$ cat config.mk
export PLATFORM = sky130hd
export DESIGN_NAME = ht16k33_sequencer
export DESIGN_NICKNAME = d
export VERILOG_FILES = /design/src/rtl/ht16k33_sequencer.sv
export SDC_FILE = /design/constraint.sdc
export NUM_CORES = 1
export LEC_CHECK = 0
export ABC_AREA = 1
export CORE_UTILIZATION = 27
export DETAILED_ROUTE_END_ITERATION = 16
export PLACE_DENSITY = 0.42
export RECOVER_POWER = 100
export SETUP_SLACK_MARGIN = 0.2
export SLEW_MARGIN = 20
export SYNTH_ARGS = -nofsm -noshare
export SYNTH_HDL_FRONTEND = slang
export SYNTH_SLANG_ARGS = --single-unit
$ cat constraint.sdc
create_clock -name clk -period 1.9 [get_ports clk]
set_input_delay 0.19 -clock clk [delete_from_list [all_inputs] [get_ports clk]]
set_output_delay 0.19 -clock clk [all_outputs]
set_load 0.01 [all_outputs]
$ cat src/rtl/ht16k33_sequencer.sv
// ht16k33_sequencer: drives an I2C master to initialise an HT16K33 LED driver and
// to write four hex digits (with decimal points) to a 4-digit 7-segment backpack.
// Optional feature macro: SEVSEG_COLON_EN adds a 'colon' input mapped to display byte b4.
module ht16k33_sequencer #(
    parameter int         CLK_FREQ      = 27_000_000,
    parameter int         BOOT_DELAY_US = 1000,
    parameter logic [6:0] SLAVE_ADDR    = 7'h70,
    parameter logic [3:0] BRIGHTNESS    = 4'hF
) (
    input  logic        clk,
    input  logic        reset,
    input  logic [15:0] digits,
    input  logic [3:0]  dp,
`ifdef SEVSEG_COLON_EN
    input  logic        colon,
`endif
    input  logic        update,
    output logic        busy,
    output logic        enable,
    output logic        transaction,
    output logic        rd_wr,
    output logic [7:0]  i2c_atomic,
    output logic [6:0]  slave_addr,
    output logic [7:0]  data_out,
    input  logic        ready
);

    // I2C master atom codes
    localparam logic [7:0] MY_I2C_IDLE  = 8'h00;
    localparam logic [7:0] MY_I2C_START = 8'h01;
    localparam logic [7:0] MY_I2C_WRITE = 8'h02;
    localparam logic [7:0] MY_I2C_STOP  = 8'h03;

    localparam logic [31:0] BOOT_CYCLES = 32'(CLK_FREQ / 1_000_000 * BOOT_DELAY_US);

    typedef enum logic [2:0] {
        ST_BOOT,
        ST_ISSUE,
        ST_WAIT_LO,
        ST_WAIT_HI,
        ST_NEXT,
        ST_IDLE
    } state_t;

    state_t      state_q, state_d;
    logic [3:0]  step_q, step_d;
    logic        frame_q, frame_d;
    logic [31:0] boot_cnt_q, boot_cnt_d;
    logic        pending_q, pending_d;
    logic [15:0] sh_digits_q, sh_digits_d;
    logic [3:0]  sh_dp_q, sh_dp_d;
    logic        sh_colon_q, sh_colon_d;

    logic [7:0]  cur_atom;
    logic [7:0]  cur_data;
    logic [7:0]  colon_byte;
    logic [3:0]  last_step;

    // hex nibble to active-high segments {dp,g,f,e,d,c,b,a}
    function automatic logic [7:0] seg(input logic [3:0] h, input logic p);
        logic [6:0] s;
        case (h)
            4'h0: s = 7'h3F; 4'h1: s = 7'h06; 4'h2: s = 7'h5B; 4'h3: s = 7'h4F;
            4'h4: s = 7'h66; 4'h5: s = 7'h6D; 4'h6: s = 7'h7D; 4'h7: s = 7'h07;
            4'h8: s = 7'h7F; 4'h9: s = 7'h6F; 4'hA: s = 7'h77; 4'hB: s = 7'h7C;
            4'hC: s = 7'h39; 4'hD: s = 7'h5E; 4'hE: s = 7'h79; default: s = 7'h71;
        endcase
        return {p, s};
    endfunction

`ifdef SEVSEG_COLON_EN
    assign sh_colon_d = (state_q == ST_IDLE && (update || pending_q)) ? colon : sh_colon_q;
    assign colon_byte = sh_colon_q ? 8'h02 : 8'h00;
`else
    assign sh_colon_d = 1'b0;
    assign colon_byte = 8'h00;
`endif

    assign last_step = frame_q ? 4'd12 : 4'd8;

    // Atom and byte for the current step of the active program (init or frame).
    // Frame bytes: b0 carries the low digit nibble, b8 the high nibble.
    always_comb begin
        cur_atom = MY_I2C_STOP;
        cur_data = 8'h00;
        if (!frame_q) begin
            case (step_q)
                4'd0, 4'd3, 4'd6: cur_atom = MY_I2C_START;
                4'd1: begin cur_atom = MY_I2C_WRITE; cur_data = 8'h21; end
                4'd4: begin cur_atom = MY_I2C_WRITE; cur_data = 8'h81; end
                4'd7: begin cur_atom = MY_I2C_WRITE; cur_data = {4'hE, BRIGHTNESS}; end
                default: cur_atom = MY_I2C_STOP;
            endcase
        end else begin
            if (step_q == 4'd0) begin
                cur_atom = MY_I2C_START;
            end else if (step_q == 4'd12) begin
                cur_atom = MY_I2C_STOP;
            end else begin
                cur_atom = MY_I2C_WRITE;
                case (step_q)
                    4'd2:    cur_data = seg(sh_digits_q[3:0],   sh_dp_q[0]);
                    4'd4:    cur_data = seg(sh_digits_q[7:4],   sh_dp_q[1]);
                    4'd6:    cur_data = colon_byte;
                    4'd8:    cur_data = seg(sh_digits_q[11:8],  sh_dp_q[2]);
                    4'd10:   cur_data = seg(sh_digits_q[15:12], sh_dp_q[3]);
                    default: cur_data = 8'h00;
                endcase
            end
        end
    end

    // Next-state logic and the one-cycle command strobe
    always_comb begin
        state_d     = state_q;
        step_d      = step_q;
        frame_d     = frame_q;
        boot_cnt_d  = boot_cnt_q;
        pending_d   = pending_q | update;
        sh_digits_d = sh_digits_q;
        sh_dp_d     = sh_dp_q;
        i2c_atomic  = MY_I2C_IDLE;
        data_out    = 8'h00;
        case (state_q)
            ST_BOOT: begin
                if (boot_cnt_q + 32'd1 >= BOOT_CYCLES) begin
                    boot_cnt_d = '0;
                    step_d     = '0;
                    frame_d    = 1'b0;
                    state_d    = ST_ISSUE;
                end else begin
                    boot_cnt_d = boot_cnt_q + 32'd1;
                end
            end
            ST_ISSUE: begin
                if (ready) begin
                    i2c_atomic = cur_atom;
                    data_out   = cur_data;
                    state_d    = ST_WAIT_LO;
                end
            end
            ST_WAIT_LO: if (!ready) state_d = ST_WAIT_HI;
            ST_WAIT_HI: if (ready)  state_d = ST_NEXT;
            ST_NEXT: begin
                if (step_q == last_step) begin
                    step_d  = '0;
                    state_d = ST_IDLE;
                end else begin
                    step_d  = step_q + 4'd1;
                    state_d = ST_ISSUE;
                end
            end
            ST_IDLE: begin
                if (update || pending_q) begin
                    sh_digits_d = digits;
                    sh_dp_d     = dp;
                    pending_d   = 1'b0;
                    frame_d     = 1'b1;
                    step_d      = '0;
                    state_d     = ST_ISSUE;
                end
            end
            default: state_d = ST_BOOT;
        endcase
    end

    // State and shadow registers
    always_ff @(posedge clk or posedge reset) begin
        if (reset) begin
            state_q     <= ST_BOOT;
            step_q      <= '0;
            frame_q     <= 1'b0;
            boot_cnt_q  <= '0;
            pending_q   <= 1'b0;
            sh_digits_q <= '0;
            sh_dp_q     <= '0;
            sh_colon_q  <= 1'b0;
        end else begin
            state_q     <= state_d;
            step_q      <= step_d;
            frame_q     <= frame_d;
            boot_cnt_q  <= boot_cnt_d;
            pending_q   <= pending_d;
            sh_digits_q <= sh_digits_d;
            sh_dp_q     <= sh_dp_d;
            sh_colon_q  <= sh_colon_d;
        end
    end

    assign transaction = (state_q != ST_BOOT) && (state_q != ST_IDLE) && (cur_atom != MY_I2C_STOP);
    assign busy        = !(state_q == ST_IDLE && !pending_q);
    assign enable      = !reset;
    assign rd_wr       = 1'b0;
    assign slave_addr  = SLAVE_ADDR;

endmodule
==> results of run 1 <==
layout make-up:
type,count,area share [%]
clock buffer,11,3.13
tap,225,3.63
clock inverter,5,0.646
inverter,99,4.97
sequential,61,19.8
timing repair buffer,229,23.9
multi-input combinational,564,43.9
how the worst min path moves through the flow:
stage,from,to,slack (ns),cells after the start
floorplan,dp[0],sh_dp_q[0],0.31,2
global placement,sh_dp_q[3],sh_dp_q[3],0.46,2
detailed placement,sh_dp_q[3],sh_dp_q[3],0.50,2
CTS,reset,boot_cnt_q[20],0.32,3
global route,digits[9],sh_digits_q[9],0.42,3
finish,digits[2],sh_digits_q[2],0.41,3
power groups by stage:
stage               Clock (mW)  Sequential [mW]  Combinational, mW
global route              1.80             1.36              0.486
detailed placement           0             1.38              0.384
floorplan                    0             1.37              0.205
global placement             0             1.38              0.382
finish                    1.67             1.36              0.439
CTS                       1.73             1.36              0.424
worst reg2reg max path: stages (launching register included):
cell and delay, ns:
sky130_fd_sc_hd__dfrtp_1 0.38, sky130_fd_sc_hd__nand2_1 0.14, sky130_fd_sc_hd__nor2_2 0.33, sky130_fd_sc_hd__nand3_2 0.19, sky130_fd_sc_hd__nor2_4 0.16, sky130_fd_sc_hd__nand3_1 0.10, sky130_fd_sc_hd__a21oi_2 0.17, sky130_fd_sc_hd__nand2_1 0.09
sky130_fd_sc_hd__nor2_2 0.14, sky130_fd_sc_hd__nand3_4 0.14, sky130_fd_sc_hd__buf_6 0.17, sky130_fd_sc_hd__nand4_1 0.07, sky130_fd_sc_hd__nand2_1 0.06
stage by stage:
step                hold slack, ns  cells
finish                       0.405   1194
global route                 0.422   1194
CTS                          0.317   1183
detailed placement           0.501   1138
global placement             0.462   1138
floorplan                    0.307    754
kinds of logic (layout without fill, tap and decap cells):
| family | Yosys count | in the layout |
|---|---|---|
| other cells | 2 | 14 |
| compound gates | 119 | 119 |
| flops | 61 | 61 |
| xor+xnor | 9 | 9 |
| fa+ha+maj | 25 | 25 |
| simple gates | 397 | 397 |
| buf+inv | 129 | 344 |
state kept, by name, indices dropped and copies added (netlist names):
register and cells:
frame_q 1, state_q 3, sh_dp_q 4, sh_digits_q 16, boot_cnt_q 32, pending_q 1, step_q 4
cell usage after synthesis (all sizes together):
cell type and number:
nand2 220, nor2 104, inv 98, dfrtp 61
o21ai 58, nand3 54, ha 25, a21oi 23
buf 18, clkbuf 12, nand4 12, o22ai 12
o211ai 10, xor2 7, a211oi 4, a31oi 4
nor3 4, a22oi 2, conb 2, o311ai 2
or2 2, xnor2 2, a21o 1, a32o 1
clkinv 1, nand3b 1, o2111ai 1, o31ai 1
timing repair:
action / CTS / global route
endpoints found under the setup margin: 35 / 51
pin swaps: 47 / 52
setup buffers: 29 / 11
resized for setup: 168 / 75
hold buffers: 0 / 0
per-layer routing:
layer  part of all wire, %  track usage [%]  wire [um]
met5                     0                0          0
met4                   1.8             6.73        297
met3                   3.8             3.69        612
met2                    52             33.1       8340
met1                    43             21.7       6940
==> report_table.html, run 1 <==
<table>
<tr><th>Metric</th><th>Value</th></tr>
<tr><th colspan="2">Timing</th></tr>
<tr><td>Final worst setup slack</td><td>-0.346 ns</td></tr>
<tr><td>Slew HR</td><td>37.9%</td></tr>
<tr><td>Period utilization</td><td>118%</td></tr>
<tr><td>Min Tclk post-route</td><td>2.25 ns</td></tr>
<tr><td>Number of max-slew violations in the final report</td><td>0</td></tr>
<tr><td>Count of final setup violators</td><td>34</td></tr>
<tr><td>Post-Route Setup TNS</td><td>-9.05 ns</td></tr>
<tr><td>Worst Clk Skew</td><td>0.00805 ns</td></tr>
<tr><td>Transition time at the pin with the least slew margin</td><td>0.931 ns</td></tr>
<tr><td>Final Hold Viols</td><td>0</td></tr>
<tr><td>Highest attainable clock frequency</td><td>0.445 GHz</td></tr>
<tr><td>Setup repair after global routing missed its margin</td><td>yes</td></tr>
<tr><th colspan="2">Place</th></tr>
<tr><td>Global placement routability congestion</td><td>0.886</td></tr>
<tr><td>Estimated wirelength of the detail-placed design</td><td>11.7 mm</td></tr>
<tr><td>Placed Area</td><td>6620 um2</td></tr>
<tr><td>Count of input and output buffers</td><td>36</td></tr>
<tr><td>Worst setup slack after placement</td><td>-0.435 ns</td></tr>
<tr><th colspan="2">Cells and area</th></tr>
<tr><td>Multi-input logic area</td><td>3410 um2</td></tr>
<tr><td>End-of-flow core utilization</td><td>44.5%</td></tr>
<tr><td>Most frequent cells in the layout</td><td>sky130_fd_sc_hd__nand2_1, sky130_fd_sc_hd__buf_4, sky130_fd_sc_hd__inv_1</td></tr>
<tr><td>Signed area change from the synthesized netlist to the final layout</td><td>59.6%</td></tr>
<tr><td>Area taken by flip-flops and latches</td><td>1540 um2</td></tr>
<tr><td>Antenna cell count</td><td>0</td></tr>
<tr><td>Most common cell after layout, fill and taps aside</td><td>sky130_fd_sc_hd__nand2_1</td></tr>
<tr><td>Number of fill cells in the layout</td><td>1740</td></tr>
<tr><td>Non-Filler Cell Area, Final</td><td>7750 um2</td></tr>
<tr><td>Proportion of layout cells with a drive suffix above 1</td><td>38.0%</td></tr>
<tr><td>Post-layout nets</td><td>1013</td></tr>
<tr><th colspan="2">Logic synthesis</th></tr>
<tr><td>Mean Syn Cell Area</td><td>6.55 um2</td></tr>
<tr><td>Compound-cell area share of the yosys netlist</td><td>13.9%</td></tr>
<tr><td>Largest family of logic cells by synthesized area</td><td>simple AND/OR/NAND/NOR gates</td></tr>
<tr><td>Simple logic cell fraction of the synthesized area</td><td>35.1%</td></tr>
<tr><td>Share of synthesized area spent on multiplexers</td><td>0%</td></tr>
<tr><td>Arithmetic-cell share of the synthesized area counting full adders, half adders and majority gates</td><td>6.44%</td></tr>
<tr><td>Top post-synthesis cells by area</td><td>sky130_fd_sc_hd__dfrtp_1, sky130_fd_sc_hd__nand2_1, sky130_fd_sc_hd__inv_1, sky130_fd_sc_hd__nor2_1, sky130_fd_sc_hd__ha_1</td></tr>
<tr><td>Yosys reg bits</td><td>61</td></tr>
<tr><td>Xor and xnor fraction of the mapped netlist area</td><td>1.62%</td></tr>
<tr><td>Netlist area before placement</td><td>4860 um2</td></tr>
<tr><td>Synth unique cells</td><td>38</td></tr>
<tr><td>Yosys top cell area share</td><td>31.4%</td></tr>
<tr><td>Sequential element share of the synthesized area</td><td>31.4%</td></tr>
<tr><td>Leading area contributor after synthesis</td><td>sky130_fd_sc_hd__dfrtp_1</td></tr>
<tr><td>Count of warnings emitted by yosys</td><td>0</td></tr>
<tr><td>Synthesized netlist cell count</td><td>742</td></tr>
<tr><th colspan="2">Power and ir drop</th></tr>
<tr><td>Gate power share</td><td>12.7%</td></tr>
<tr><td>Worst supply voltage drop on vdd</td><td>0.422 mV</td></tr>
<tr><td>Part of the total power dissipated in sequential elements</td><td>39.2%</td></tr>
<tr><td>P_leak</td><td>3.62 nW</td></tr>
<tr><td>Clock network fraction of total power</td><td>48.1%</td></tr>
<tr><td>Power density over cell area</td><td>447 nW/um2</td></tr>
<tr><td>Switching Fraction</td><td>25.7%</td></tr>
<tr><td>Switching power</td><td>0.892 mW</td></tr>
<tr><td>Internal</td><td>2.57 mW</td></tr>
<tr><td>Design Power</td><td>3.47 mW</td></tr>
<tr><th colspan="2">Critical path</th></tr>
<tr><td>Reg2Reg Setup Slack</td><td>-0.35 ns</td></tr>
<tr><td>Critical Path Sink Type</td><td>flop</td></tr>
<tr><td>Worst Setup SP</td><td>boot_cnt_q[4]</td></tr>
<tr><td>Longest individual stage delay on the worst path</td><td>0.38 ns</td></tr>
<tr><td>Worst r2r src</td><td>boot_cnt_q[4]</td></tr>
<tr><td>Worst setup path endpoint</td><td>state_q[2]</td></tr>
<tr><td>Worst path top cell family by delay</td><td>simple AND/OR/NAND/NOR gates</td></tr>
<tr><td>Required time of the critical path</td><td>2.11 ns</td></tr>
<tr><td>Logic depth of the worst path, buffers included</td><td>12</td></tr>
<tr><td>Buffer and inverter count on the worst path</td><td>1</td></tr>
<tr><td>Setup crit start kind</td><td>flop</td></tr>
<tr><td>Slowest-stage cell, CP</td><td>sky130_fd_sc_hd__dfrtp_1</td></tr>
<tr><td>Worst Path Arrival</td><td>2.46 ns</td></tr>
<tr><td>Critical Path Most Common Cell</td><td>sky130_fd_sc_hd__nand2_1</td></tr>
<tr><td>Worst r2r path cells</td><td>12</td></tr>
<tr><td>Cell chain of the critical path</td><td>nand2_1 -&gt; nor2_2 -&gt; nand3_2 -&gt; nor2_4 -&gt; nand3_1 -&gt; a21oi_2 -&gt; nand2_1 -&gt; nor2_2 -&gt; nand3_4 -&gt; buf_6 -&gt; nand4_1 -&gt; nand2_1</td></tr>
<tr><td>Critical path class</td><td>flop to flop</td></tr>
<tr><td>Critical R2R Capture</td><td>state_q[2]</td></tr>
<tr><td>Critical-path maximum fanout</td><td>5</td></tr>
<tr><th colspan="2">Clocking</th></tr>
<tr><td>CTS tree</td><td>done</td></tr>
<tr><td>Clock H-tree levels</td><td>3</td></tr>
<tr><td>Sink count of the clock tree</td><td>61</td></tr>
<tr><td>TritonCTS Buffers</td><td>9</td></tr>
<tr><td>Root buffer cell</td><td>sky130_fd_sc_hd__clkbuf_16</td></tr>
<tr><td>Maximum clock path buffer count</td><td>2</td></tr>
<tr><td>Clock edge transition at the registers on the reported setup and hold paths</td><td>0.06 ns</td></tr>
<tr><td>Clock latency reported for the late side of the worst-skew pair</td><td>0.34 ns</td></tr>
<tr><th colspan="2">Hold path</th></tr>
<tr><td>Worst min-delay path class</td><td>input pin to flop</td></tr>
<tr><th colspan="2">Global routing</th></tr>
<tr><td>Aggregate global-route resource usage</td><td>18.5%</td></tr>
<tr><td>Largest net degree at the start of global routing</td><td>62</td></tr>
<tr><td>Antenna violations before repair</td><td>0</td></tr>
<tr><td>Number of global-route vias before repair</td><td>5540</td></tr>
<tr><td>Overflow left after global routing</td><td>0</td></tr>
<tr><td>First-pass GRT wire length</td><td>26.3 mm</td></tr>
<tr><th colspan="2">Routing</th></tr>
<tr><td>Number of antenna-violating nets in the routed design</td><td>0</td></tr>
<tr><td>Wire length per cell</td><td>13.6 um</td></tr>
<tr><td>Vias/cell</td><td>4.60</td></tr>
<tr><td>TritonRoute pass-1 iters</td><td>4</td></tr>
<tr><td>Total DRC errors in the routed layout</td><td>0</td></tr>
<tr><td>Routed Wire Length</td><td>16.2 mm</td></tr>
<tr><td>Number of vias after detailed routing</td><td>5488</td></tr>
<tr><td>DRT iter0 DRCs</td><td>223</td></tr>
<tr><th colspan="2">Floorplan</th></tr>
<tr><td>Width of the chip</td><td>136 um</td></tr>
<tr><td>Overall die area</td><td>18500 um2</td></tr>
<tr><td>Num ports</td><td>51</td></tr>
<tr><td># rows</td><td>48</td></tr>
<tr><td>Starting Density</td><td>27.9%</td></tr>
<tr><td>Die height</td><td>136 um</td></tr>
<tr><td>Total core area</td><td>17400 um2</td></tr>
<tr><th colspan="2">Flow run</th></tr>
<tr><td>Number of violations of the max-capacitance limit</td><td>0</td></tr>
<tr><th colspan="2">Outcome</th></tr>
<tr><td>Failing checks</td><td>setup timing</td></tr>
<tr><td>Outcome</td><td>finished with violations</td></tr>
</table>
Power figures use the tool's default switching activity.
==> run 2, diff against run 1 <==
--- a/config.mk
+++ b/config.mk
@@ -6,9 +6,9 @@
 export NUM_CORES = 1
 export LEC_CHECK = 0
 export ABC_AREA = 1
+export CORE_ASPECT_RATIO = 0.8
 export CORE_UTILIZATION = 27
 export DETAILED_ROUTE_END_ITERATION = 16
-export PLACE_DENSITY = 0.42
 export RECOVER_POWER = 100
 export SETUP_SLACK_MARGIN = 0.2
 export SLEW_MARGIN = 20
==> constraint.sdc (replaced) <==
create_clock -name clk -period 2.34 [get_ports clk]
set_input_delay 0.234 -clock clk [delete_from_list [all_inputs] [get_ports clk]]
set_output_delay 0.234 -clock clk [all_outputs]
set_load 0.01 [all_outputs]
==> report_table.html, run 2 (synthesized netlist as in run 1, its figures left out) <==
<table>
<tr><th>Metric</th><th>Value</th></tr>
<tr><th colspan="2">Power and ir drop</th></tr>
<tr><td>Gate power share</td><td>11.0%</td></tr>
<tr><td>Switching power</td><td>0.740 mW</td></tr>
<tr><td>Clock network fraction of total power</td><td>48.1%</td></tr>
<tr><td>Design Power</td><td>2.70 mW</td></tr>
<tr><td>Power density over cell area</td><td>395 nW/um2</td></tr>
<tr><td>Part of the total power dissipated in sequential elements</td><td>40.9%</td></tr>
<tr><td>Internal</td><td>1.96 mW</td></tr>
<tr><td>Worst supply voltage drop on vdd</td><td>0.354 mV</td></tr>
<tr><td>P_leak</td><td>3.04 nW</td></tr>
<tr><td>Switching Fraction</td><td>27.4%</td></tr>
<tr><th colspan="2">Cells and area</th></tr>
<tr><td>Non-Filler Cell Area, Final</td><td>6840 um2</td></tr>
<tr><td>Number of fill cells in the layout</td><td>1813</td></tr>
<tr><td>Proportion of layout cells with a drive suffix above 1</td><td>27.9%</td></tr>
<tr><td>End-of-flow core utilization</td><td>39.1%</td></tr>
<tr><td>Most common cell after layout, fill and taps aside</td><td>sky130_fd_sc_hd__nand2_1</td></tr>
<tr><td>Flip-flop count of the largest register, all copies and words added</td><td>32</td></tr>
<tr><td>Signed area change from the synthesized netlist to the final layout</td><td>40.8%</td></tr>
<tr><td>Number of standard cells in the final layout excluding fillers</td><td>1091</td></tr>
<tr><td>Registers with the highest flip-flop counts</td><td>boot_cnt_q: 32 flops, sh_digits_q: 16 flops</td></tr>
<tr><td>Antenna cell count</td><td>0</td></tr>
<tr><td>Register with the highest flop count</td><td>boot_cnt_q</td></tr>
<tr><td>Most frequent cells in the layout</td><td>sky130_fd_sc_hd__nand2_1, sky130_fd_sc_hd__inv_1, sky130_fd_sc_hd__nor2_1</td></tr>
<tr><td>Post-layout nets</td><td>910</td></tr>
<tr><th colspan="2">Critical path</th></tr>
<tr><td>Critical path class</td><td>flop to output pin</td></tr>
<tr><td>Critical R2R Capture</td><td>state_q[1]</td></tr>
<tr><td>Worst r2r path cells</td><td>16</td></tr>
<tr><td>Critical-path maximum fanout</td><td>6</td></tr>
<tr><td>Reg2Reg Setup Slack</td><td>0.12 ns</td></tr>
<tr><td>Critical Path Sink Type</td><td>output pin</td></tr>
<tr><td>Worst Path Arrival</td><td>2.09 ns</td></tr>
<tr><td>Worst r2r src</td><td>boot_cnt_q[0]</td></tr>
<tr><td>Setup crit start kind</td><td>flop</td></tr>
<tr><td>Required time of the critical path</td><td>2.11 ns</td></tr>
<tr><th colspan="2">Floorplan</th></tr>
<tr><td>Overall die area</td><td>18500 um2</td></tr>
<tr><td># rows</td><td>43</td></tr>
<tr><td>Die height</td><td>122 um</td></tr>
<tr><td>Total core area</td><td>17500 um2</td></tr>
<tr><td>Starting Density</td><td>27.8%</td></tr>
<tr><td>Num ports</td><td>51</td></tr>
<tr><td>Width of the chip</td><td>152 um</td></tr>
<tr><th colspan="2">Clocking</th></tr>
<tr><td>Root buffer cell</td><td>sky130_fd_sc_hd__clkbuf_16</td></tr>
<tr><td>Clock H-tree levels</td><td>3</td></tr>
<tr><td>TritonCTS Buffers</td><td>9</td></tr>
<tr><td>Clock latency reported for the late side of the worst-skew pair</td><td>0.35 ns</td></tr>
<tr><td>Maximum clock path buffer count</td><td>2</td></tr>
<tr><td>Clock edge transition at the registers on the reported setup and hold paths</td><td>0.06 ns</td></tr>
<tr><td>Sink count of the clock tree</td><td>61</td></tr>
<tr><td>CTS tree</td><td>done</td></tr>
<tr><th colspan="2">Global routing</th></tr>
<tr><td>First-pass GRT wire length</td><td>22.2 mm</td></tr>
<tr><td>Number of global-route vias before repair</td><td>4615</td></tr>
<tr><td>Aggregate global-route resource usage</td><td>15.1%</td></tr>
<tr><td>Largest net degree at the start of global routing</td><td>62</td></tr>
<tr><td>Antenna violations before repair</td><td>0</td></tr>
<tr><td>Overflow left after global routing</td><td>0</td></tr>
<tr><th colspan="2">Place</th></tr>
<tr><td>Estimated wirelength of the detail-placed design</td><td>9.86 mm</td></tr>
<tr><td>Placed cell count</td><td>1057</td></tr>
<tr><td>Placed Area</td><td>5910 um2</td></tr>
<tr><td>Global placement routability congestion</td><td>0.878</td></tr>
<tr><td>Count of input and output buffers</td><td>36</td></tr>
<tr><th colspan="2">Flow run</th></tr>
<tr><td>Number of violations of the max-capacitance limit</td><td>1</td></tr>
<tr><th colspan="2">Timing</th></tr>
<tr><td>Setup repair after global routing missed its margin</td><td>yes</td></tr>
<tr><td>Number of max-slew violations in the final report</td><td>62</td></tr>
<tr><td>Final Hold Viols</td><td>0</td></tr>
<tr><td>Min Tclk post-route</td><td>2.32 ns</td></tr>
<tr><td>Period utilization</td><td>99.1%</td></tr>
<tr><td>Highest attainable clock frequency</td><td>0.431 GHz</td></tr>
<tr><td>Worst hold margin</td><td>0.430 ns</td></tr>
<tr><td>Worst Clk Skew</td><td>0.00717 ns</td></tr>
<tr><td>Transition time at the pin with the least slew margin</td><td>1.65 ns</td></tr>
<tr><td>Slew HR</td><td>-10.1%</td></tr>
<tr><td>Count of final setup violators</td><td>0</td></tr>
<tr><th colspan="2">Outcome</th></tr>
<tr><td>Failing checks</td><td>DRC, capacitance limit, slew limit</td></tr>
<tr><td>Outcome</td><td>finished with violations</td></tr>
<tr><th colspan="2">Routing</th></tr>
<tr><td>Routed Wire Length</td><td>13.8 mm</td></tr>
<tr><td>TritonRoute pass-1 iters</td><td>11</td></tr>
<tr><td>Number of vias after detailed routing</td><td>5091</td></tr>
<tr><td>Number of antenna-violating nets in the routed design</td><td>0</td></tr>
<tr><td>DRT iter0 DRCs</td><td>294</td></tr>
<tr><td>Total DRC errors in the routed layout</td><td>4</td></tr>
<tr><td>Vias/cell</td><td>4.67</td></tr>
<tr><td>Wire length per cell</td><td>12.6 um</td></tr>
<tr><th colspan="2">Hold path</th></tr>
<tr><td>Hold Crit Start</td><td>dp[1]</td></tr>
<tr><td>Worst Hold End</td><td>sh_dp_q[1]</td></tr>
<tr><td>Worst Hold Path Cells</td><td>3</td></tr>
<tr><td>Worst min-delay path class</td><td>input pin to flop</td></tr>
</table>
run 2: changes by cell type in the layout (fill, tap and decap cells not counted), sizes merged:
cell           before  now
inv                97   99
dlygate4sd3         2    1
bufinv              1    0
clkinvlp            1    3
clkbuf             14   18
dlygate4sd2         0    1
clkdlybuf4s50      22   23
clkinv              5    3
buf               202   93
run 2: power groups by stage:
| stage | Combinational (mW) | Sequential (mW) | Clock [mW] |
|---|---|---|---|
| after CTS | 0.271 | 1.10 | 1.34 |
| final | 0.297 | 1.10 | 1.30 |
| after global routing | 0.332 | 1.11 | 1.39 |
| after detailed placement | 0.267 | 1.12 | 0 |
| after floorplan | 0.165 | 1.11 | 0 |
| after global placement | 0.267 | 1.12 | 0 |
run 2: how the worst max path moves through the flow:
stage	startpoint	end	slack [ns]	depth (start not counted)
after floorplan	step_q[0]	data_out[0]	0.29	10
after global placement	step_q[0]	data_out[0]	-0.07	11
after CTS	step_q[0]	data_out[5]	0.05	12
after detailed placement	step_q[0]	data_out[0]	-0.07	11
after global routing	boot_cnt_q[0]	state_q[1]	-0.08	15
final	step_q[0]	data_out[5]	0.02	12
run 2: critical path, stage by stage (launching register included):
cell,delay [ns]
sky130_fd_sc_hd__dfrtp_1,0.38
sky130_fd_sc_hd__inv_2,0.07
sky130_fd_sc_hd__buf_6,0.12
sky130_fd_sc_hd__ha_4,0.15
sky130_fd_sc_hd__inv_4,0.07
sky130_fd_sc_hd__nor2_4,0.04
sky130_fd_sc_hd__buf_6,0.13
sky130_fd_sc_hd__buf_6,0.10
sky130_fd_sc_hd__o211ai_1,0.13
sky130_fd_sc_hd__nand4_1,0.17
sky130_fd_sc_hd__a21oi_2,0.17
sky130_fd_sc_hd__a21oi_2,0.05
sky130_fd_sc_hd__buf_2,0.15
run 2: through the flow:
stage | setup TNS (ns) | worst slack [ns]
floorplan | 0 | 0.292
global placement | -0.0669 | -0.0669
detailed placement | -0.117 | -0.0690
CTS | 0 | 0.0509
global route | -0.624 | -0.0802
finish | 0 | 0.0203
run 2: area by class of cell:
| type | instances | area, um2 | area share [%] |
|---|---|---|---|
| tap | 225 | 282 | 4.12 |
| clock inverter | 6 | 46.3 | 0.677 |
| timing repair buffer | 126 | 1040 | 15.3 |
| sequential | 61 | 1530 | 22.4 |
| clock buffer | 10 | 239 | 3.49 |
| inverter | 99 | 380 | 5.56 |
| multi-input combinational | 564 | 3320 | 48.5 |
run 2: what timing repair did:
| action | in CTS | in global routing |
|---|---|---|
| cloned | 0 | 0 |
| pin swaps | 30 | 56 |
| endpoints found under the setup margin | 35 | 34 |
| gates resized for setup | 105 | 106 |
| hold buffers | 0 | 0 |
| buffers inserted | 12 | 6 |
run 2: routing by layer:
| metal | global-route usage (%) | wire (um) | part of all wire, % | vias to the layer above |
|---|---|---|---|---|
| met5 | 0 | 0 | 0 | - |
| met1 | 21.5 | 7050 | 51 | 2366 |
| met2 | 22.6 | 5960 | 43 | 108 |
| li1 | - | - | - | 2600 |
| met4 | 5.23 | 249 | 1.8 | 0 |
| met3 | 3.17 | 533 | 3.9 | 17 |
==> RTL change 1: new RTL, flow settings as in run 2 <==
Add a define of `SEVSEG_COLON_EN`.
--- a/src/rtl/ht16k33_sequencer.sv
+++ b/src/rtl/ht16k33_sequencer.sv
@@ -1,6 +1,8 @@
 // ht16k33_sequencer: drives an I2C master to initialise an HT16K33 LED driver and
 // to write four hex digits (with decimal points) to a 4-digit 7-segment backpack.
 // Optional feature macro: SEVSEG_COLON_EN adds a 'colon' input mapped to display byte b4.
+`define SEVSEG_COLON_EN
+
 module ht16k33_sequencer #(
     parameter int         CLK_FREQ      = 27_000_000,
     parameter int         BOOT_DELAY_US = 1000,
Ports: changed (added colon); port bits go from 51 to 52. The function was not compared with the original's and may differ.
==> RTL change 1 against run 2 <==
Sequential cell count is 1 higher; final cell count is 0.64% higher; maximum frequency is 2.5% higher; count of clock-buffer cells in the layout is 2 higher; final area is 4.7% higher; setup slack better by 57 ps; routed wire length is 9.2% higher; area after synthesis is 1.2% higher; first-iteration DRC count is 15% higher.
Power is not compared: it rests on default switching activity, and its combinational part moved more than twofold at a synthesized area within 25%.
==> RTL change 1: results (changes against run 2) <==
| Metric | Value |
|---|---|
| CTS clock-pin slew for the worst setup and hold paths | 60 ps (about the same) |
| Leakage power | around 3.1 nW |
| CP arrival | 2540 ps (was 2090 ps) |
| Largest regs | boot_cnt_q x32, sh_digits_q x16 (unchanged) |
| Total CTS buffers | 9 (unchanged) |
| Tot GR Track Use | 16.2% (was 15.1%) |
| Top FF cell, synth | dfrtp_1 (unchanged) |
| Clock Path Buffers | 2 (unchanged) |
| Hold EP | sh_dp_q[3] (was sh_dp_q[1]) |
| Final WL | 15,100 µm (was 13,800 µm) |
| H-tree depth | 3 (unchanged) |
| DR iter-0 viols | 337 (was 294) |
| Peak supply drop | 0.000444 V |
| Port buffer count | 37 (was 36) |
| Final hold vios | 0 (unchanged) |
| Setup Skew | 11.1 ps (was 7.17 ps) |
| DRT Pass-1 Iters | 5 (was 11) |
| Crit. Startpoint | boot_cnt_q[0] (was step_q[0]) |
| Sequential cell area fraction in the yosys report | 31.6% (was 31.4%) |
| Hold path startpoint | dp[3] (was dp[1]) |
| Ys async rst share | 100% (unchanged) |
| Place WS | -105 ps (was -69.0 ps) |
| Synth area leaders | dfrtp_1 32%, nand2_1 15%, nor2_1 8.2% (was dfrtp_1 31%, nand2_1 17%, inv_1 7.5%) |
| RR Endpoint | boot_cnt_q[14] (was state_q[1]) |
| Worst min-delay path category | in -> reg (unchanged) |
| Placer congestion estimate | 0.913 (was 0.878) |
| Nets | 918 (was 910) |
| Inst Count DP | 1,050 (was 1,057) |
| CTS root buf | clkbuf_16 (unchanged) |
| Worst-margin pin slew | 1470 ps (was 1650 ps) |
| Layout cells sized above 1 | 34.1% (was 27.9%) |
| Pin count of the biggest net entering global routing | 63 (was 62) |
| Initial antenna violation count | 0 (unchanged) |
| Clk_lat worst skew | 350 ps (about the same) |
| Syn avg cell area | 6.63 µm² (was 6.55 µm²) |
| Hold Crit Depth | 3 (unchanged) |
| Outcome | complete, no violations (was finished, violations left) |
| Vias | 5,125 (was 5,091) |
| Placed cell areas | 0.00596 mm² (was 0.00591 mm²) |
| Synth cell types | 43 (was 38) |
| R2R cell count | 17 (was 16) |
| Ys Warns | 0 (unchanged) |
| Global-route wire length before repair | 23,500 µm (was 22,200 µm) |
| Post-detail-place hpwl | 10,600 µm (was 9860 µm) |
| Vias per cell | 4.67 (about the same) |
| Via count of the first global-routing pass | 4,643 (was 4,615) |
| Setup slack, reg-to-reg | 80 ps (was 120 ps) |
| Most frequent cells after synthesis | 202 x nand2_1, 107 x nor2_1, 90 x inv_1 (was 215 x nand2_1, 97 x inv_1, 93 x nor2_1) |
| Critical path fanouts, max | 6 (unchanged) |
## RTL change 1: worst max path at each step
stage	end	slack, ps
after floorplan	step_q[3]	370
after global placement	data_out[6]	-50
after detailed placement	data_out[6]	-110
after CTS	data_out[1]	60
after global routing	boot_cnt_q[14]	-50
final	boot_cnt_q[14]	80
## RTL change 1: kinds of logic (layout without fill, tap and decap cells)
family,Yosys count,in the layout,synth area share (%)
and+or+nand+nor,395,396,34.4
buffers and inverters,128,247,10.9
AOI/OAI and AO/OA,117,117,14.3
DFF,62,62,31.6
adders and majority gates,25,25,6.36
xor gates and xnor gates,10,10,1.78
other,2,14,0.153
muxes,2,2,0.458
## RTL change 1: area by class of cell
cell class / count / area, µm²
clock buffers: 12 / 246
clock inverters: 4 / 70.1
multi-input cells: 564 / 3490
fillers: 1743 / 10400
flip-flops and latches: 62 / 1560
repair buffers: 132 / 1120
well taps: 225 / 282
inverters: 99 / 394
## RTL change 1: through the flow
stage | hold slack, ps | power, mW
finish | 448 | 7.58
CTS | 420 | 6.86
global route | 457 | 8.11
detailed placement | 514 | 4.97
floorplan | 355 | 3.61
global placement | 503 | 5.01
## RTL change 1: layer usage
metal	vias up	global-route usage [%]	routed length (µm)
li1	2614	-	-
met2	131	22.3	6290
met1	2362	24.2	7840
met5	-	0	0
met4	0	5.37	207
met3	18	3.88	711
## RTL change 1: report_power, final
group | switching, mW | total, mW | internal (mW)
clock network | 0.513 | 1.47 | 0.959
registers | 0.406 | 1.78 | 1.38
logic | 2.48 | 4.33 | 1.84
## RTL change 1: critical path: stages (launching register included)
cell and delay (ps):
dfrtp_1 400, buf_6 130, clkinvlp_4 110, nor2_4 140, nand2_4 100, nor2_4 160
buf_12 130, nand3_1 60, nand2_1 80, nand2_1 60, nor2_2 100, nand2_1 80
nor2_2 130, nand2_2 100, clkinv_4 130, buf_12 140, nand3_4 60, o21ai_2 80
## RTL change 1: timing repair
action	in CTS	in global routing
pin swaps	26	62
hold buffers	0	0
gates cloned	1	0
hold endpoints to repair	0	0
setup buffers	12	19
gates resized for setup	119	147
setup endpoints to repair	35	34
==> RTL change 2: new RTL, settings of run 2 <==
Made on the original files. `sh_digits_q` and `sh_dp_q` no longer have a reset.
--- a/src/rtl/ht16k33_sequencer.sv
+++ b/src/rtl/ht16k33_sequencer.sv
@@ -172,8 +172,6 @@
             frame_q     <= 1'b0;
             boot_cnt_q  <= '0;
             pending_q   <= 1'b0;
-            sh_digits_q <= '0;
-            sh_dp_q     <= '0;
             sh_colon_q  <= 1'b0;
         end else begin
             state_q     <= state_d;
@@ -181,10 +179,13 @@
             frame_q     <= frame_d;
             boot_cnt_q  <= boot_cnt_d;
             pending_q   <= pending_d;
-            sh_digits_q <= sh_digits_d;
-            sh_dp_q     <= sh_dp_d;
             sh_colon_q  <= sh_colon_d;
         end
+    end
+
+    always_ff @(posedge clk) begin
+        sh_digits_q <= sh_digits_d;
+        sh_dp_q     <= sh_dp_d;
     end
 
     assign transaction = (state_q != ST_BOOT) && (state_q != ST_IDLE) && (cur_atom != MY_I2C_STOP);
Behaviour: same outputs for any inputs over 10 cycles, from zero or initial values and one cycle with reset high; that may be too few to reach the edited logic, so the function may still have changed.
==> RTL change 2 against run 2 <==
Utilization is 3.8 points higher; sequential cell count is 28 higher; routed wire length is 20% higher; area after synthesis is 16% higher; final area is 26% higher; setup slack better by 98 ps; via count is 7.5% higher; highest routed layer unchanged.
Power is not compared: it rests on default switching activity, and its combinational part moved more than twofold at a synthesized area within 25%.
==> RTL change 2: results (changes against run 2) <==
| Metric | Value |
|---|---|
| Hold path startpoint | dp[3] (was dp[1]) |
| Clock Path Buffers | 2 (unchanged) |
| Syn avg cell area | 7.35 µm² (was 6.55 µm²) |
| Worst min-delay path category | in -> reg (unchanged) |
| Synth cell types | 45 (was 38) |
| CTS root buf | clkbuf_16 (unchanged) |
| Global-route wire length before repair | 23,400 µm (was 22,200 µm) |
| Setup Skew | 12.6 ps (was 7.17 ps) |
| Top FF cell, synth | dfrtp_1 (unchanged) |
| Pin count of the biggest net entering global routing | 42 (was 62) |
| Via count of the first global-routing pass | 4,731 (was 4,615) |
| Peak supply drop | 0.000323 V |
| CTS clock-pin slew for the worst setup and hold paths | 70 ps |
| DRT Pass-1 Iters | 5 (was 11) |
| Final slew viol count | 0 (was 62) |
| DR iter-0 viols | 399 (was 294) |
| Port buffer count | 36 (unchanged) |
| Antenna cells | 0 (unchanged) |
| Outcome | complete, no violations (was finished, violations left) |
| Ys async rst share | 46.1% (was 100%) |
| CP arrival | 2460 ps (was 2090 ps) |
| CP max stage delay | 390 ps |
| Post-detail-place hpwl | 10,600 µm (was 9860 µm) |
| Vias | 5,475 (was 5,091) |
| Post-route ant nets | 0 (unchanged) |
| Critical-path top delay cell | dfrtp_1 (unchanged) |
| Layout Cells excl Fill | 1,188 (was 1,091) |
| Most frequent cells after synthesis | 213 x nand2_1, 99 x inv_1, 99 x nor2_1 (was 215 x nand2_1, 97 x inv_1, 93 x nor2_1) |
| Layout cells sized above 1 | 42.2% (was 27.9%) |
| Tot GR Track Use | 13.5% (was 15.1%) |
| Mapped cell area | 0.00565 mm² (was 0.00486 mm²) |
| EDFF count, synth | 20 (was 0) |
| Synth area leaders | dfrtp_1 18%, nand2_1 14%, edfxtp_1 11% (was dfrtp_1 31%, nand2_1 17%, inv_1 7.5%) |
| Initial antenna violation count | 0 (unchanged) |
| H-tree depth | 3 (unchanged) |
| Inst Count DP | 1,113 (was 1,057) |
| Worst relative slew slack | 28.5% (was -10.1%) |
| Crit. Startpoint | state_q[2] (was step_q[0]) |
| Post-CTS Repair Setup Buffers | 14 (was 12) |
| Post_cts resized | 112 (was 105) |
| Ys Warns | 0 (unchanged) |
| Nets | 976 (was 910) |
| Placer congestion estimate | 0.882 (was 0.878) |
| Leakage power | between 3 and 4 nW |
| Clk_lat worst skew | 360 ps |
| Final WL | 16,500 µm (was 13,800 µm) |
| Sequential cell area fraction in the yosys report | 38.7% (was 31.4%) |
| Critical path fanouts, max | 7 (was 6) |
| Total CTS buffers | 9 (unchanged) |
[RTL change 2: cell types whose count changed in the layout (fill, tap and decap cells not counted), moves of 15 or more]
cell             delta
edfxtp_1           +20
nand3_1            -18
nand2_2            +24
o21ai_0            -29
dfrtp_1            -22
dlygate4sd3_1      +20
clkdlybuf4s50_1    -20
buf_6              +19
dfxtp_1            +28
inv_1              -15
nand2_1            -27
ha_4               +16
[RTL change 2: final timing paths]
path / to / slack, ps / cells after the start
min in group asynchronous: boot_cnt_q[28] / 880 / 3
worst max register to register: flop / 120 / 16
worst max-delay path: flop / 120 / 16
max in group asynchronous: boot_cnt_q[1] / 720 / 3
worst min-delay path: sh_dp_q[3] / 510 / 1
worst min register to register: pending_q / 520 / 2
[RTL change 2: kinds of logic (layout without fill, tap and decap cells)]
| family | Yosys count | after routing | share of synthesized area (%) |
|---|---|---|---|
| other | 2 | 14 | 0.133 |
| AOI/OAI and AO/OA | 105 | 105 | 11.4 |
| adders and majority gates | 33 | 33 | 7.31 |
| and+or+nand+nor | 402 | 403 | 31.4 |
| DFF | 89 | 89 | 38.7 |
| buffers and inverters | 128 | 271 | 9.64 |
| xor gates and xnor gates | 9 | 9 | 1.40 |
[RTL change 2: layout make-up]
class | count | area [µm²]
clock inverters | 7 | 68.8
inverters | 107 | 442
fillers | 1929 | 11500
clock buffers | 9 | 225
multi-input cells | 564 | 3990
repair buffers | 148 | 1390
well taps | 264 | 330
flip-flops and latches | 89 | 2190
[RTL change 2: per-stage QoR]
stage / instance area [µm²] / setup WS [ps] / setup TNS [ps] / hold WS (ps) / power (mW)
after detailed placement: 6670 / -84.9 / -171 / 497 / 1.70
after global routing: 8640 / -45.8 / -232 / 504 / 3.22
after floorplan: 5720 / 182 / 0 / 333 / 1.66
after global placement: 6670 / -34.3 / -34.3 / 493 / 1.70
after CTS: 7280 / 140 / 0 / 438 / 3.15
final: 8640 / 118 / 0 / 512 / 3.12
[RTL change 2: layer usage]
metal / vias to the layer above / routed length (µm) / global-route usage (%) / share of wire (%)
li1: 2747 / - / - / -
met1: 2571 / 7720 / 20.0 / 47
met2: 134 / 7800 / 19.8 / 47
met3: 23 / 683 / 2.90 / 4.1
met4: 0 / 293 / 3.03 / 1.8
met5: - / 0 / 0 / 0
[RTL change 2: worst max-delay path: cells and delay by family, from the launching register on]
| family | cells | cell delay [ps] |
|---|---|---|
| buffers and inverters | 7 | 760 |
| AO/OA/AOI/OAI | 3 | 440 |
| flip-flops | 1 | 390 |
| AND/OR/NAND/NOR | 5 | 310 |
| adder cells (fa/ha/maj) | 1 | 180 |
[RTL change 2: report_power, final]
group | leakage [nW] | internal [mW] | switching (mW)
logic | 2.54 | 0.0367 | 0.0540
clock network | 0.146 | 0.755 | 0.697
registers | 0.940 | 1.58 | 0.000425
